## src/rtl/mem_region_router_pkg.sv

```systemverilog
// Shared types for the memory region router.
// FSM states, response codes and default widths.
package mem_router_pkg;

    localparam int DEF_AW = 64;
    localparam int DEF_DW = 64;

    typedef enum logic [2:0] {
        S_IDLE,
        S_DECODE,
        S_ISSUE,
        S_WAIT,
        S_RESP
    } state_t;

    typedef enum logic [1:0] {
        RSP_OK       = 2'd0,
        RSP_UNMAPPED = 2'd1,
        RSP_IM_WRITE = 2'd2,
        RSP_TIMEOUT  = 2'd3
    } rsp_code_t;

endpackage

```

## src/rtl/mem_region_router_if.sv

```systemverilog
// Core request/response bus plus IM and DM ports.
// slave = router view, master = core/memory view.
interface mem_region_router_if
    import mem_router_pkg::*;
#(
    parameter int AW = DEF_AW,
    parameter int DW = DEF_DW
);
    logic          req_valid;
    logic          req_ready;
    logic [AW-1:0] req_addr;
    logic          req_we;
    logic [DW-1:0] req_wdata;
    logic          rsp_valid;
    logic [DW-1:0] rsp_data;
    logic          rsp_err;
    logic [1:0]    rsp_code;
    logic          im_valid;
    logic          im_ready;
    logic [AW-1:0] im_addr;
    logic          im_rvalid;
    logic [DW-1:0] im_rdata;
    logic          dm_valid;
    logic          dm_ready;
    logic [AW-1:0] dm_addr;
    logic          dm_we;
    logic [DW-1:0] dm_wdata;
    logic          dm_rvalid;
    logic [DW-1:0] dm_rdata;

    modport slave (
        input  req_valid, req_addr, req_we, req_wdata,
        output req_ready, rsp_valid, rsp_data, rsp_err, rsp_code,
        output im_valid, im_addr,
        input  im_ready, im_rvalid, im_rdata,
        output dm_valid, dm_addr, dm_we, dm_wdata,
        input  dm_ready, dm_rvalid, dm_rdata
    );

    modport master (
        output req_valid, req_addr, req_we, req_wdata,
        input  req_ready, rsp_valid, rsp_data, rsp_err, rsp_code,
        input  im_valid, im_addr,
        output im_ready, im_rvalid, im_rdata,
        input  dm_valid, dm_addr, dm_we, dm_wdata,
        output dm_ready, dm_rvalid, dm_rdata
    );

endinterface

```

## src/rtl/mem_region_router_region_decode.sv

```systemverilog
// Window hit test and window-relative offsets.
// A window with bottom > top never hits.
module region_decode
    import mem_router_pkg::*;
#(
    parameter int AW = DEF_AW
) (
    input  logic [AW-1:0] i_addr,
    input  logic [AW-1:0] i_im_bottom,
    input  logic [AW-1:0] i_im_top,
    input  logic [AW-1:0] i_dm_bottom,
    input  logic [AW-1:0] i_dm_top,
    output logic          o_in_im,
    output logic          o_in_dm,
    output logic [AW-1:0] o_im_off,
    output logic [AW-1:0] o_dm_off
);

    assign o_in_im  = (i_addr >= i_im_bottom) && (i_addr <= i_im_top);
    assign o_in_dm  = (i_addr >= i_dm_bottom) && (i_addr <= i_dm_top);
    assign o_im_off = i_addr - i_im_bottom;
    assign o_dm_off = i_addr - i_dm_bottom;

endmodule

```

## src/rtl/mem_region_router.sv

```systemverilog
// Routes one core request at a time to IM or DM by address window.
// Errors: unmapped, IM write, and response timeout.
module mem_region_router
    import mem_router_pkg::*;
#(
    parameter int AW      = DEF_AW,
    parameter int DW      = DEF_DW,
    parameter int TIMEOUT = 1024
) (
    input  logic          clk,
    input  logic          reset,
    input  logic          continue_val,
    input  logic [AW-1:0] im_bottom,
    input  logic [AW-1:0] im_top,
    input  logic [AW-1:0] dm_bottom,
    input  logic [AW-1:0] dm_top,
    mem_region_router_if.slave bus
);

    localparam int CW = $clog2(TIMEOUT + 1);
    localparam logic [CW-1:0] CNT_LAST = CW'(TIMEOUT - 1);

    state_t        r_state;
    logic [AW-1:0] r_addr;
    logic          r_we;
    logic [DW-1:0] r_wdata;
    logic [AW-1:0] r_im_bot;
    logic [AW-1:0] r_im_top;
    logic [AW-1:0] r_dm_bot;
    logic [AW-1:0] r_dm_top;
    logic          r_sel_dm;
    logic [CW-1:0] r_cnt;
    logic          r_im_valid;
    logic [AW-1:0] r_im_addr;
    logic          r_dm_valid;
    logic [AW-1:0] r_dm_addr;
    logic          r_dm_we;
    logic [DW-1:0] r_dm_wdata;
    logic          r_rsp_valid;
    logic [DW-1:0] r_rsp_data;
    logic          r_rsp_err;
    rsp_code_t     r_rsp_code;

    logic          w_accept;
    logic          w_in_im;
    logic          w_in_dm;
    logic [AW-1:0] w_im_off;
    logic [AW-1:0] w_dm_off;
    logic          w_hs;
    logic          w_rvalid;
    logic [DW-1:0] w_rdata;
    logic          w_expire;

    region_decode #(.AW(AW)) u_dec (
        .i_addr      (r_addr),
        .i_im_bottom (r_im_bot),
        .i_im_top    (r_im_top),
        .i_dm_bottom (r_dm_bot),
        .i_dm_top    (r_dm_top),
        .o_in_im     (w_in_im),
        .o_in_dm     (w_in_dm),
        .o_im_off    (w_im_off),
        .o_dm_off    (w_dm_off)
    );

    assign bus.req_ready = (r_state == S_IDLE) && continue_val;
    assign w_accept = bus.req_valid && bus.req_ready;

    assign w_hs = r_sel_dm ? (r_dm_valid && bus.dm_ready)
                           : (r_im_valid && bus.im_ready);
    assign w_rvalid = r_sel_dm ? bus.dm_rvalid : bus.im_rvalid;
    assign w_rdata  = r_sel_dm ? bus.dm_rdata : bus.im_rdata;
    assign w_expire = (r_cnt == CNT_LAST);

    assign bus.im_valid  = r_im_valid;
    assign bus.im_addr   = r_im_addr;
    assign bus.dm_valid  = r_dm_valid;
    assign bus.dm_addr   = r_dm_addr;
    assign bus.dm_we     = r_dm_we;
    assign bus.dm_wdata  = r_dm_wdata;
    assign bus.rsp_valid = r_rsp_valid;
    assign bus.rsp_data  = r_rsp_data;
    assign bus.rsp_err   = r_rsp_err;
    assign bus.rsp_code  = r_rsp_code;

    // Request FSM with registered port and response outputs
    always_ff @(posedge clk) begin
        if (reset) begin
            r_state     <= S_IDLE;
            r_addr      <= '0;
            r_we        <= 1'b0;
            r_wdata     <= '0;
            r_im_bot    <= '0;
            r_im_top    <= '0;
            r_dm_bot    <= '0;
            r_dm_top    <= '0;
            r_sel_dm    <= 1'b0;
            r_cnt       <= '0;
            r_im_valid  <= 1'b0;
            r_im_addr   <= '0;
            r_dm_valid  <= 1'b0;
            r_dm_addr   <= '0;
            r_dm_we     <= 1'b0;
            r_dm_wdata  <= '0;
            r_rsp_valid <= 1'b0;
            r_rsp_data  <= '0;
            r_rsp_err   <= 1'b0;
            r_rsp_code  <= RSP_OK;
        end else begin
            unique case (r_state)
                S_IDLE: begin
                    if (w_accept) begin
                        r_addr   <= bus.req_addr;
                        r_we     <= bus.req_we;
                        r_wdata  <= bus.req_wdata;
                        r_im_bot <= im_bottom;
                        r_im_top <= im_top;
                        r_dm_bot <= dm_bottom;
                        r_dm_top <= dm_top;
                        r_state  <= S_DECODE;
                    end
                end
                S_DECODE: begin
                    r_cnt <= '0;
                    if (w_in_im && r_we) begin
                        r_rsp_valid <= 1'b1;
                        r_rsp_err   <= 1'b1;
                        r_rsp_code  <= RSP_IM_WRITE;
                        r_rsp_data  <= '0;
                        r_state     <= S_RESP;
                    end else if (w_in_im) begin
                        r_sel_dm   <= 1'b0;
                        r_im_valid <= 1'b1;
                        r_im_addr  <= w_im_off;
                        r_state    <= S_ISSUE;
                    end else if (w_in_dm) begin
                        r_sel_dm   <= 1'b1;
                        r_dm_valid <= 1'b1;
                        r_dm_addr  <= w_dm_off;
                        r_dm_we    <= r_we;
                        r_dm_wdata <= r_wdata;
                        r_state    <= S_ISSUE;
                    end else begin
                        r_rsp_valid <= 1'b1;
                        r_rsp_err   <= 1'b1;
                        r_rsp_code  <= RSP_UNMAPPED;
                        r_rsp_data  <= '0;
                        r_state     <= S_RESP;
                    end
                end
                S_ISSUE: begin
                    r_cnt <= r_cnt + 1'b1;
                    if (w_expire || w_hs) begin
                        r_im_valid <= 1'b0;
                        r_im_addr  <= '0;
                        r_dm_valid <= 1'b0;
                        r_dm_addr  <= '0;
                        r_dm_we    <= 1'b0;
                        r_dm_wdata <= '0;
                    end
                    if (w_expire) begin
                        r_rsp_valid <= 1'b1;
                        r_rsp_err   <= 1'b1;
                        r_rsp_code  <= RSP_TIMEOUT;
                        r_rsp_data  <= '0;
                        r_state     <= S_RESP;
                    end else if (w_hs) begin
                        r_state <= S_WAIT;
                    end
                end
                S_WAIT: begin
                    r_cnt <= r_cnt + 1'b1;
                    if (w_rvalid) begin
                        r_rsp_valid <= 1'b1;
                        r_rsp_err   <= 1'b0;
                        r_rsp_code  <= RSP_OK;
                        r_rsp_data  <= r_we ? '0 : w_rdata;
                        r_state     <= S_RESP;
                    end else if (w_expire) begin
                        r_rsp_valid <= 1'b1;
                        r_rsp_err   <= 1'b1;
                        r_rsp_code  <= RSP_TIMEOUT;
                        r_rsp_data  <= '0;
                        r_state     <= S_RESP;
                    end
                end
                S_RESP: begin
                    r_rsp_valid <= 1'b0;
                    r_rsp_err   <= 1'b0;
                    r_rsp_code  <= RSP_OK;
                    r_rsp_data  <= '0;
                    r_cnt       <= '0;
                    r_state     <= S_IDLE;
                end
                default: r_state <= S_IDLE;
            endcase
        end
    end

endmodule

```

## src/flat_wrapper.sv

```systemverilog
// flat-port wrapper written by rule: the top's interface ports become plain ports
module mem_region_router_flat import mem_router_pkg::*;
#(
    parameter int AW      = DEF_AW,
    parameter int DW      = DEF_DW,
    parameter int TIMEOUT = 1024
)
  (clk, reset, continue_val, im_bottom, im_top, dm_bottom, dm_top, bus_req_valid, bus_req_addr, bus_req_we, bus_req_wdata, bus_req_ready, bus_rsp_valid, bus_rsp_data, bus_rsp_err, bus_rsp_code, bus_im_valid, bus_im_addr, bus_im_ready, bus_im_rvalid, bus_im_rdata, bus_dm_valid, bus_dm_addr, bus_dm_we, bus_dm_wdata, bus_dm_ready, bus_dm_rvalid, bus_dm_rdata);
  mem_region_router_if #(.AW(AW), .DW(DW)) bus_i ();
  input  logic clk;
  input  logic reset;
  input  logic continue_val;
  input  logic [AW-1:0] im_bottom;
  input  logic [AW-1:0] im_top;
  input  logic [AW-1:0] dm_bottom;
  input  logic [AW-1:0] dm_top;
  input wire logic [$bits(bus_i.req_valid)-1:0] bus_req_valid;
  input wire logic [$bits(bus_i.req_addr)-1:0] bus_req_addr;
  input wire logic [$bits(bus_i.req_we)-1:0] bus_req_we;
  input wire logic [$bits(bus_i.req_wdata)-1:0] bus_req_wdata;
  output wire logic [$bits(bus_i.req_ready)-1:0] bus_req_ready;
  output wire logic [$bits(bus_i.rsp_valid)-1:0] bus_rsp_valid;
  output wire logic [$bits(bus_i.rsp_data)-1:0] bus_rsp_data;
  output wire logic [$bits(bus_i.rsp_err)-1:0] bus_rsp_err;
  output wire logic [$bits(bus_i.rsp_code)-1:0] bus_rsp_code;
  output wire logic [$bits(bus_i.im_valid)-1:0] bus_im_valid;
  output wire logic [$bits(bus_i.im_addr)-1:0] bus_im_addr;
  input wire logic [$bits(bus_i.im_ready)-1:0] bus_im_ready;
  input wire logic [$bits(bus_i.im_rvalid)-1:0] bus_im_rvalid;
  input wire logic [$bits(bus_i.im_rdata)-1:0] bus_im_rdata;
  output wire logic [$bits(bus_i.dm_valid)-1:0] bus_dm_valid;
  output wire logic [$bits(bus_i.dm_addr)-1:0] bus_dm_addr;
  output wire logic [$bits(bus_i.dm_we)-1:0] bus_dm_we;
  output wire logic [$bits(bus_i.dm_wdata)-1:0] bus_dm_wdata;
  input wire logic [$bits(bus_i.dm_ready)-1:0] bus_dm_ready;
  input wire logic [$bits(bus_i.dm_rvalid)-1:0] bus_dm_rvalid;
  input wire logic [$bits(bus_i.dm_rdata)-1:0] bus_dm_rdata;
  assign bus_i.req_valid = bus_req_valid;
  assign bus_i.req_addr = bus_req_addr;
  assign bus_i.req_we = bus_req_we;
  assign bus_i.req_wdata = bus_req_wdata;
  assign bus_req_ready = bus_i.req_ready;
  assign bus_rsp_valid = bus_i.rsp_valid;
  assign bus_rsp_data = bus_i.rsp_data;
  assign bus_rsp_err = bus_i.rsp_err;
  assign bus_rsp_code = bus_i.rsp_code;
  assign bus_im_valid = bus_i.im_valid;
  assign bus_im_addr = bus_i.im_addr;
  assign bus_i.im_ready = bus_im_ready;
  assign bus_i.im_rvalid = bus_im_rvalid;
  assign bus_i.im_rdata = bus_im_rdata;
  assign bus_dm_valid = bus_i.dm_valid;
  assign bus_dm_addr = bus_i.dm_addr;
  assign bus_dm_we = bus_i.dm_we;
  assign bus_dm_wdata = bus_i.dm_wdata;
  assign bus_i.dm_ready = bus_dm_ready;
  assign bus_i.dm_rvalid = bus_dm_rvalid;
  assign bus_i.dm_rdata = bus_dm_rdata;
  mem_region_router #(.AW(AW), .DW(DW), .TIMEOUT(TIMEOUT)) u_core (.clk(clk), .reset(reset), .continue_val(continue_val), .im_bottom(im_bottom), .im_top(im_top), .dm_bottom(dm_bottom), .dm_top(dm_top), .bus(bus_i));
endmodule
```

## config.mk

```make
export PLATFORM = sky130hd
export DESIGN_NAME = mem_region_router_flat
export DESIGN_NICKNAME = d
export VERILOG_FILES = /design/src/rtl/mem_region_router_pkg.sv /design/src/rtl/mem_region_router_if.sv /design/src/rtl/mem_region_router_region_decode.sv /design/src/rtl/mem_region_router.sv /design/src/flat_wrapper.sv
export SDC_FILE = /design/constraint.sdc
export NUM_CORES = 2
export LEC_CHECK = 0
export ABC_AREA = 0
export BUFFER_PORTS_ARGS = -buffer_cell sky130_fd_sc_hd__buf_2
export CAP_MARGIN = 25
export CORE_AREA = 2 2 309 311
export CTS_CLUSTER_SIZE = 12
export DETAILED_ROUTE_END_ITERATION = 16
export DIE_AREA = 0 0 311 313
export PLACE_DENSITY = 0.58
export SYNTH_ARGS = -nofsm -noshare
export SYNTH_HDL_FRONTEND = slang
export SYNTH_HIERARCHICAL = 1
export SYNTH_SLANG_ARGS = --single-unit
```

## constraint.sdc

```tcl
create_clock -name clk -period 13.7 [get_ports clk]
set_clock_uncertainty 0.2 [all_clocks]
set_input_delay 2.74 -clock clk [delete_from_list [all_inputs] [get_ports clk]]
set_output_delay 2.74 -clock clk [all_outputs]
set_load 0.02 [all_outputs]
```

# ---- Word-level counts from Yosys, hierarchy flattened
# Index checks and enable logic that the tools add are counted.
dict set report classes {
  mul 0
  reduce_logical 21
  n_bitwise 1
  shift 0
  div_mod_pow 0
  n_lt_le_gt_ge 4
  n_addsub 3
  muxes 60
  eq_ne 15
}
# operator count
set ops {}
lappend ops {{$mux W64} 16}
lappend ops {{$pmux W64 S2} 3}
lappend ops {{$pmux W64 S4} 1}
lappend ops {{$ge A64 B64 Y1} 2}
lappend ops {{$le A64 B64 Y1} 2}
lappend ops {{$sub A64 B64 Y64} 2}
lappend ops {{$mux W3} 8}
lappend ops {{$pmux W11 S2} 1}
lappend ops {{$mux W1} 19}
lappend ops {{$pmux W3 S4} 1}
lappend ops {{$add A11 B1 Y11 const B} 1}
lappend ops {{$eq A11 B10 Y1 const B} 1}
lappend ops {{$mux W2} 5}
lappend ops {{$reduce_and A3 Y1} 3}
lappend ops {{$pmux W1 S4} 2}
lappend ops {{$pmux W2 S4} 1}
lappend ops {{$logic_and A1 B1 Y1} 7}
lappend ops {{$eq A3 B2 Y1 const B} 2}
lappend ops {{$ne A2 B1 Y1 const B} 3}
lappend ops {{$ne A2 B2 Y1 const B} 3}
lappend ops {{$ne A3 B1 Y1 const B} 2}
lappend ops {{$pmux W1 S2} 3}
lappend ops {{$reduce_bool A2 Y1} 3}
lappend ops {{$reduce_and A5 Y1} 1}
lappend ops {{11 further kinds} 12}
dict set report totals {
  ramBits 0
  wordCells 124
  romBits 0
  latch_bits 0
  register_bits 663
  memories 0
}

# ---- Depth between registers and ports, before layout
dict set report depth {
  depth_word 6
  mapped_depth 20
  mapped_depth_nobuf 19
}

# ---- Cells and area by module
# The synthesis kept the hierarchy.
# module cells_per_inst n_inst seq_area_each_um2 area_per_inst_um2
set modules_own_cells {}
lappend modules_own_cells {mem_region_router 2594 1 13272.7 22898.2}
lappend modules_own_cells {region_decode 1693 1 0.0 11383.4}

# ---- Worst setup path before layout
# OpenSTA, ideal clock, no wires.
dict set report synth_path {
  path_kind {input to output}
  startpoint {in continue_val}
  endpoint {out bus_req_ready}
  required_time_ns 10.760
  path_stages 1
  setup_slack_ns 7.747
  path_buffers 0
  t_arrival_ns 3.013
  cell_sequence {and3_1}
}
dict set report synth_via {
  elab_chain_len 1
}
# element line_no
set synth_rtl {}
lappend synth_rtl {{start: declaration} flat_wrapper.sv:12} ;# input logic continue_val;
lappend synth_rtl {{$logic_and A1 B1 Y1} mem_region_router.sv:66} ;# assign bus.req_ready = (r_state == S_IDLE) && continue_val;
lappend synth_rtl {{end: declaration} flat_wrapper.sv:21} ;# output wire logic [$bits(bus_i.req_ready)-1:0] bus_req_ready;
# Every way passes these cells.

# ---- Worst setup path in the final report
# Ends and elaborated chain as after synthesis.

==> summary.md <==
| Metric | Value |
|---|---|
| Class of the worst hold path | `flip-flop to flip-flop` |
| Setup Crit Path Kind | `input port to output pin` |
| Clock transition at the registers of the reported paths | `0.05 ns` |
| Worst-case reg-to-reg path depth | `17` |
| Relative max-transition margin | `0.322` |
| CTS Buffer Depth | `3` |
| HP Start | `u_core/r_dm_top[55]` |
| Ys Warns | `6` |
| Die Ht | `between 300 and 400 um` |
| Yosys cell types | `90` |
| Cell count after synthesis | `between 4,000 and 5,000` |
| Status | `finished clean` |
| Fmax achieved | `~160 MHz` |
| Leading register cell type out of synthesis | `dfxtp_1` |
| Ports | `slightly below 800` |
| Grt ovf | `0` |
| Hold path depth | `2` |
| CTS root buf | `clkbuf_16` |
| Num CTS Buffers | `80` |
| DPL Wire Length | `approximately 99 mm` |
| CTS tree | `built` |
| PnR worst setup slack | `7.46 ns` |
| GRT Util Overall | `0.256` |
| Core ar. | `about 94,000 um2` |
| Min-Delay Endpoint | `u_core/r_dm_top[55]` |
| Initial antenna violation count | `29` |
| Setup_tns | `0 ns` |
| WP data arrival | `between 3 and 4 ns` |
| DRT iter0 DRCs | `between 2,000 and 2,500` |
| Layout cells sized above 1 | `0.197` |
| Sequential area share after synthesis | `0.387` |
| Placed insts | `6,118` |
| DP Area | `about 39,000 um2` |
| Hold buffer count at cts | `0` |
| Drt pass-1 iters | `5` |
| Fin crit share | `0.456` |
| Final hold violations | `0` |
| Via-to-Cell Ratio | `about 5.2` |
| Vias in the first global route | `31,500` |
| Synth Area per Inst | `~8.0 um2` |
| Post-Syn Area | `about 34,000 um2` |
| FP Rows | `113` |
| Worst reg2reg endpoint | `u_core/bus.dm_addr[6]` |
| Worst VDD drop | `approximately 0.000090 V` |
| Area growth, synth to finish | `22.0%` |
| Starting Density | `0.364` |
| Worst path required time | `between 10 and 15 ns` |
| Measured slew at the worst slew-check pin | `between 1 and 1.5 ns` |
| Flops & latches, synth | `approximately 660` |
| Routed via count | `about 33,000` |
| CTS Sinks | `between 600 and 700` |
| Number of post-CTS setup repair buffers | `0` |
| Wire per inst | `between 20 and 25 um` |
| Static Leak | `about 19 nW` |
| RSZ-0062 raised after global routing | `false` |
| Worst setup EP type | `output pin` |
| Maxcap violations | `0` |
| First-pass GRT wire length | `roughly 190 mm` |
| Worst R2R Start | `u_core/r_addr[1]` |
| Reg2reg setup slack | `between 7 and 8 ns` |
| Asr flop ratio synth | `0` |
| Later-pin clock latency in the skew report | `0.66 ns` |
| Final min period | `around 6.2 ns` |
| Largest net degree at the start of global routing | `194` |
| Pre-CTS WS | `between 7 and 8 ns` |
| P per Cell Area | `132 nW/um2` |
| Routed wire length | `~130 mm` |
| Die ar. | `97,300 um2` |
| Net Count, Synth | `5,067` |
| Final setup fails | `0` |
| DRC Markers | `0` |
| PortBufs | `approximately 800` |
| DRT antenna net count | `0` |
| Worst Hold Slack | `between 0.2 and 0.3 ns` |
| CTS H-tree lvls | `3` |
| Finished Cell Area | `41,800 um2` |
| CTS-repair resized insts | `0` |
| Post-synth EDFFs | `0` |
| Layout Cells excl Fill | `around 6,300` |
| Nets | `5,715` |
| Crit Path Max Fanout | `3` |
| Max Slew Vio Count | `0` |
| Die Wd | `around 310 um` |
| Final Wtd Congestion | `~0.94` |
| CP startpoint kind | `input port` |
## metal layers
layer / share of wire / track usage / wire (um) / vias up
met2: 0.47 / 0.426 / 60800 / 989
li1: - / - / - / 16100
met4: 0.041 / 0.110 / 5390 / 12
met3: 0.064 / 0.0529 / 8290 / 237
met1: 0.43 / 0.321 / 55400 / 15400
met5: 0.00062 / 0 / 80 / -
## cells in the final DEF (no fill, tap or decap), types with 6 or more instances in the layout
cell type / count
inv_1: 293
o21a_1: 20
buf_4: 19
clkbuf_1: 13
or3_1: 9
a22o_1: 193
a31oi_1: 22
o211ai_1: 16
clkbuf_8: 19
mux2i_1: 65
nor4_1: 10
nor3b_1: 7
nand4_1: 60
o21ai_0: 105
nor2b_1: 23
buf_2: 784
dfxtp_1: 662
clkinv_2: 14
and2_1: 8
a41oi_1: 6
ha_1: 257
o21ai_1: 8
a21oi_1: 628
nand2b_1: 16
nand3_1: 28
nand2_1: 890
xnor2_1: 78
diode_2: 13
o31ai_1: 13
a211oi_1: 22
nor2_1: 250
nor3_1: 29
a21o_1: 130
xor2_1: 46
and3_1: 16
o21bai_1: 21
clkbuf_16: 82
bufinv_16: 8
## through the flow
| step | power (mW) | util |
|---|---|---|
| 4_1_cts | 5.59 | 0.444 |
| 5_1_grt | 5.81 | 0.444 |
| 2_1_floorplan | 2.91 | - |
| 3_3_place_gp | 3.32 | 0.414 |
| 3_5_place_dp | 3.32 | 0.414 |
| 6_report | 5.54 | 0.444 |
## critical path, stage by stage
cell and delay, ns:
buf_2 0.11, and3_1 0.25, buf_2 0.20
## synth_stat cells (60+ instances only)
library cell  count  area, um2
a21oi_1         628       3140
o21ai_0         105        526
ha_1            257       3220
nand2_1         891       3340
a22o_1          193       1690
xnor2_1          78        683
a21o_1          130        976
mux2i_1          65        651
dfxtp_1         663      13300
nor2_1          252        946
nand4_1          60        375
inv_1           293       1100
clkbuf_1        167        627
## worst max-delay path by stage
stage,from,to,slack [ns]
finish,continue_val,bus_req_ready,7.46
global route,u_core/r_addr[1],u_core/bus.dm_addr[6],7.22
CTS,continue_val,bus_req_ready,7.47
detailed placement,continue_val,bus_req_ready,7.47
global placement,continue_val,bus_req_ready,7.49
floorplan,continue_val,bus_req_ready,7.75
## where the power goes
part           leakage (nW)  total [mW]  internal (mW)  switching, mW
sequential             5.38        2.06           2.00         0.0648
combinational          12.0        1.22          0.473          0.751
clock                  1.38        2.25           1.36          0.894
## area by class of cell
class	count	area, um2
flip-flops and latches	663	13300
well taps	1265	1580
multi-input cells	3089	18900
repair buffers	807	4130
clock inverters	34	444
inverters	294	1100
clock buffers	114	2360
fillers	9670	52300
diodes	13	32.5
## cell families after synthesis
kind of cell / after synthesis / share of synthesized area
buf+inv: 535 / 0.0630
compound gates: 1255 / 0.233
mux: 66 / 0.0193
fa+ha+maj: 259 / 0.0950
simple gates: 1385 / 0.171
flops: 663 / 0.387
xor+xnor: 124 / 0.0317
(Power assumes the default switching activity.)
